<file path="src/rtl/i2c_pkg.sv">
// i2c_pkg: shared I2C constants, frontend FSM and slave controller state encodings
package i2c_pkg;
  localparam int I2C_BYTE_BITS = 8;
  localparam logic I2C_ACK = 1'b0;
  localparam logic I2C_NACK = 1'b1;
  typedef enum logic [1:0] {FE_IDLE, FE_SHIFT, FE_ACK} fe_state_t;
  typedef enum logic [2:0] {SL_IDLE, SL_ADDR, SL_ADDR_ACK, SL_RX, SL_RX_ACK, SL_TX, SL_TX_ACK} sl_state_t;
endpackage

</file>
<file path="src/rtl/i2c_line_filter.sv">
// i2c_line_filter: synchroniser, glitch filter and registered edge pulses for one bus line
module i2c_line_filter #(
  parameter int SYNC_STAGES = 2,
  parameter int FILTER_CYCLES = 4
) (
  input  logic clk,
  input  logic rst,
  input  logic line,
  output logic f,
  output logic rise,
  output logic fall
);
  localparam int CW = $clog2(FILTER_CYCLES + 1);
  logic [SYNC_STAGES-1:0] sync;
  logic [CW-1:0] cnt;
  logic f_d;
  logic s;
  logic hit;
  assign s = sync[SYNC_STAGES-1];
  assign hit = (s != f) && (cnt == CW'(FILTER_CYCLES - 1));
  always_ff @(posedge clk or posedge rst)
    if (rst) begin
      sync <= '1;
      f <= 1'b1;
      f_d <= 1'b1;
      cnt <= '0;
      rise <= 1'b0;
      fall <= 1'b0;
    end else begin
      sync <= {sync[SYNC_STAGES-2:0], line};
      cnt <= (s == f || hit) ? '0 : cnt + 1'b1;
      f <= hit ? s : f;
      f_d <= f;
      rise <= f & ~f_d;
      fall <= ~f & f_d;
    end
endmodule

</file>
<file path="src/rtl/i2c_bus_frontend.sv">
// i2c_bus_frontend: filtered SCL/SDA, START/STOP detection and 9-bit frame deserialiser
module i2c_bus_frontend import i2c_pkg::*; #(
  parameter int SYNC_STAGES = 2,
  parameter int FILTER_CYCLES = 4
) (
  input  logic       clk,
  input  logic       rst,
  input  logic       scl_in,
  input  logic       sda_in,
  output logic       scl_f,
  output logic       sda_f,
  output logic       scl_rise,
  output logic       scl_fall,
  output logic       start_det,
  output logic       stop_det,
  output logic       bus_busy,
  output logic       byte_valid,
  output logic [7:0] byte_data,
  output logic       byte_is_addr,
  output logic       ack_valid,
  output logic       ack_bit,
  output logic       framing_err
);
  logic sda_rise, sda_fall, scl_prev, scl_hi2;
  fe_state_t state, state_n;
  logic [3:0] bit_cnt, cnt_n;
  logic first, first_n;
  logic [I2C_BYTE_BITS-1:0] sh, sh_n, data_n;
  logic bv_n, ia_n, av_n, ack_n;
  i2c_line_filter #(.SYNC_STAGES(SYNC_STAGES), .FILTER_CYCLES(FILTER_CYCLES)) u_scl (
    .clk(clk), .rst(rst), .line(scl_in), .f(scl_f), .rise(scl_rise), .fall(scl_fall)
  );
  i2c_line_filter #(.SYNC_STAGES(SYNC_STAGES), .FILTER_CYCLES(FILTER_CYCLES)) u_sda (
    .clk(clk), .rst(rst), .line(sda_in), .f(sda_f), .rise(sda_rise), .fall(sda_fall)
  );
  // scl_hi2 is SCL high across the cycle SDA changed and the one before, aligned with the SDA pulses
  assign start_det = sda_fall & scl_hi2;
  assign stop_det = sda_rise & scl_hi2;
  assign framing_err = (start_det | stop_det) &
                       ((state == FE_SHIFT && bit_cnt != 4'd0) || state == FE_ACK);
  always_comb begin
    state_n = state;
    cnt_n = bit_cnt;
    first_n = first;
    sh_n = sh;
    data_n = byte_data;
    bv_n = 1'b0;
    ia_n = 1'b0;
    av_n = 1'b0;
    ack_n = ack_bit;
    if (start_det) begin
      state_n = FE_SHIFT;
      cnt_n = 4'd0;
      first_n = 1'b1;
    end else if (stop_det) begin
      state_n = FE_IDLE;
    end else if (scl_rise && state == FE_SHIFT) begin
      sh_n = {sh[I2C_BYTE_BITS-2:0], sda_f};
      cnt_n = bit_cnt + 4'd1;
      if (bit_cnt == 4'(I2C_BYTE_BITS - 1)) begin
        data_n = sh_n;
        bv_n = 1'b1;
        ia_n = first;
        state_n = FE_ACK;
      end
    end else if (scl_rise && state == FE_ACK) begin
      ack_n = sda_f;
      av_n = 1'b1;
      first_n = 1'b0;
      cnt_n = 4'd0;
      state_n = FE_SHIFT;
    end
  end
  always_ff @(posedge clk or posedge rst)
    if (rst) begin
      state <= FE_IDLE;
      bit_cnt <= 4'd0;
      first <= 1'b0;
      sh <= '0;
      byte_data <= '0;
      byte_valid <= 1'b0;
      byte_is_addr <= 1'b0;
      ack_valid <= 1'b0;
      ack_bit <= 1'b0;
      bus_busy <= 1'b0;
      scl_prev <= 1'b1;
      scl_hi2 <= 1'b0;
    end else begin
      state <= state_n;
      bit_cnt <= cnt_n;
      first <= first_n;
      sh <= sh_n;
      byte_data <= data_n;
      byte_valid <= bv_n;
      byte_is_addr <= ia_n;
      ack_valid <= av_n;
      ack_bit <= ack_n;
      bus_busy <= start_det ? 1'b1 : stop_det ? 1'b0 : bus_busy;
      scl_prev <= scl_f;
      scl_hi2 <= scl_f & scl_prev;
    end
endmodule

</file>
<file path="config.mk">
export PLATFORM = sky130hd
export DESIGN_NAME = i2c_bus_frontend
export DESIGN_NICKNAME = d
export VERILOG_FILES = /design/src/rtl/i2c_pkg.sv /design/src/rtl/i2c_line_filter.sv /design/src/rtl/i2c_bus_frontend.sv
export SDC_FILE = /design/constraint.sdc
export NUM_CORES = 1
export LEC_CHECK = 0
export BUFFER_PORTS_ARGS = -buffer_cell sky130_fd_sc_hd__buf_2
export CAP_MARGIN = 20
export CORE_ASPECT_RATIO = 0.75
export CORE_MARGIN = 1
export CORE_UTILIZATION = 56
export CTS_CLUSTER_DIAMETER = 60
export DETAILED_ROUTE_END_ITERATION = 6
export PLACE_DENSITY_LB_ADDON = 0.2
export SYNTH_ARGS = -nofsm -noshare
export SYNTH_HDL_FRONTEND = slang
export SYNTH_SLANG_ARGS = --single-unit
</file>
<file path="constraint.sdc">
create_clock -name clk -period 2 [get_ports clk]
set_input_delay 0.2 -clock clk [delete_from_list [all_inputs] [get_ports clk]]
set_output_delay 0.2 -clock clk [all_outputs]
set_load 0.01 [all_outputs]
</file>
==> results.toml <==
[status]
run_status = "complete, no violations"

[clock_network]
max-clock-path-buffers = 2
cts_resized = 0
worstSkewPairLatency_ps = 290
htree_levels = 2
clk_pin_slew_worst_paths_ps = 80
cts_buffers = 5
clkSinkCount = 46
clockRootBuffer = "clkbuf_8"
cts_tree = "done"
post_cts_buffers = 0

[global_route]
grt_pass1_wl_um = 4870
grt_overflow_total = 0
grt_pass1_vias = 1090
antenna_found_initial = 0
grt_max_degree = 47
grtUsageTotal_pct = 17.8

[critical_path]
cp_num_buf_inv = 0
worstPathArrival_ps = 1780
r2r_slack_ps = 400
cp.required_ps = 2180
cp-end-kind = "flop"
start_kind = "flop"
cpPeakStageDelay_ps = 430
critical-path-top-delay-family = "simple AND/OR/NAND/NOR gates"
worst-setup-path-type = "reg2reg"
crit_slowest_cell = "dfrtp_1"
cp_cell_sequence = "ha_1 > and3b_2 > and3_4 > mux2_4"
cp_max_fo = 10

[cells_and_area]
num_antenna_cells = 0
final-seq-area_um2 = 1160
nets = 177
drive_gt1_share_pct = 39.9
syn2layout_area_growth_pct = 15.4
layout_common_cells = "dfrtp_1, buf_2, mux2_2"
fillers = 222
final_cell_area_um2 = 2190
final_common_cell = "dfrtp_1"
multiInputGateArea_um2 = 678

[synthesis]
netlist_instances = 135
synth_top_area_cell = "dfrtp_1"
synth_top_family_by_area = "multiplexers"
synth_cell_types = 39
syn_avg_cell_area_um2 = 14.0
yosys-top-cells-area = "dfrtp_1, dfstp_2, mux2_4, mux2_2, ha_1"
seq_area_frac_synth_pct = 61.3
synth_top_area_share_pct = 50.2
synth_seq_cells = 46
syn_nets = 145
synth-xor-area-share_pct = 1.39
yosys_warnings = 0
synthSimpleGateAreaFrac_pct = 11.4
synth_compound_area_share_pct = 5.74
synthMuxAreaShare_pct = 13.3
synth_area_um2 = 1900
synthAdderAreaFrac_pct = 3.96

[min_path]
hold_path.class = "in2async"

[route]
avgRoutedWirePerCell_um = 13.9
vias = 1102
drc_errors = 0
dr.pass1.iters = 4
first_iter_violations = 72
via_per_inst = 5.35
routed_wl_um = 2870
ant_nets = 0

[pwr]
power_uw = 2620
vdd_drop_max_mv = 0.835
power_density_nw_per_um2 = 1200
p_leak_uw = 0.00111

[floorplanning]
core_um2 = 3080
dieArea_um2 = 3620
initial_core_util_pct = 61.5
std_cell_rows = 17
die_w_um = 69.2
die_h_um = 52.4
ios = 24

[placed_design]
place_hpwl_um = 1980
port-buffer-count = 23
place.gp.congestion = 0.802
place_area_um2 = 2050

[timing]
fin_setup_tns_ps = 0
finalCritPeriodShare_pct = 79.9
setup_viol = 0
hold_viol = 0
finalMaxSlewViolations = 0
fin_skew_ps = 6.24
relSlewSlack_pct = 63.2
max_freq_mhz = 626
grt_setup_unrepaired = "false"
worst_slew_pin_slew_ps = 552
post-route-min-period_ps = 1600
hold_ws_ps = 38.0

[job]
drv_cap = 0
what timing repair did:
item,CTS,global route
endpoints found under the hold margin,2,0
setup endpoints to repair,0,0
hold buffers,2,0
synth_stat cells:
master / number
inv_2: 1
nand2_2: 1
o21ai_1: 1
and2b_2: 1
o21a_1: 3
mux2_2: 10
nand3_1: 3
o211ai_1: 3
and3b_2: 1
nand4_1: 1
buf_6: 2
xnor2_1: 1
o21ai_0: 2
mux2_4: 8
a21oi_1: 2
nand2_1: 1
mux2i_1: 2
and3b_1: 1
o221ai_1: 1
and3_4: 1
a21bo_2: 1
xor2_1: 2
inv_1: 8
a21o_1: 1
dfrtp_1: 38
and2b_1: 1
nand2b_1: 3
nor2b_1: 4
and3_1: 1
and2_1: 2
or2b_2: 1
dfstp_2: 8
or4b_1: 1
nor3_1: 1
o211ai_2: 1
nor2_1: 7
nand4b_1: 2
and2_2: 1
ha_1: 6
cells by family after synthesis:
logic type                 after synthesis
AOI/OAI and AO/OA                       15
xor gates and xnor gates                 3
adders and majority gates                6
buffers and inverters                   11
DFF                                     46
muxes                                   20
and+or+nand+nor                         34
power breakdown:
part / switching (uW) / internal [uW] / total, uW
registers: 183 / 1170 / 1360
clock network: 288 / 407 / 695
logic: 287 / 285 / 572
state kept, by name (all words and copies together), names as in the netlist, 2 cells and up:
name / flops
byte_data: 8
sh: 7
bit_cnt: 4
u_scl.cnt: 3
u_sda.cnt: 3
state: 2
u_scl.sync: 2
u_sda.sync: 2
worst reg2reg max path, delay by kind of cell (launching register included):
family	cells	cell delay (ps)
multiplexers	1	320
AND/OR/NAND/NOR	2	530
adder cells (fa/ha/maj)	1	210
flip-flops	1	430
worst paths after layout:
path                            cells past startpoint             to          start
worst max-delay path                                4   byte_data[1]     bit_cnt[0]
max in group asynchronous                           3  u_scl.sync[0]            rst
min in group clk                                    0  u_scl.sync[1]  u_scl.sync[0]
worst max register to register                      4   byte_data[1]     bit_cnt[0]
worst min register to register                      0  u_scl.sync[1]  u_scl.sync[0]
worst min-delay path                                3   u_sda.cnt[2]            rst
routing by layer:
metal  wire, um  share of wire (%)  vias up  global-route usage, %
li1           -                  -      527                      -
met1       1390                 48      549                   23.3
met2       1360                 47       22                   29.1
met3         98                3.4        4                   4.62
met4         23               0.80        0                   6.12
met5          0                  0        -                      0
metrics by stage:
stage,util (%),setup slack (ps),instances
global route,70.9,337,206
floorplan,-,458,135
CTS,70.9,405,206
global placement,66.5,470,196
detailed placement,66.5,418,196
finish,70.9,402,206
cell type report:
type | count | share of cell area, %
flip-flops and latches | 46 | 53.1
multi-input cells | 78 | 31.0
repair buffers | 27 | 6.86
clock buffers | 7 | 3.95
well taps | 38 | 2.17
inverters | 9 | 1.54
clock inverters | 1 | 1.37
Power figures use the tool's default switching activity.
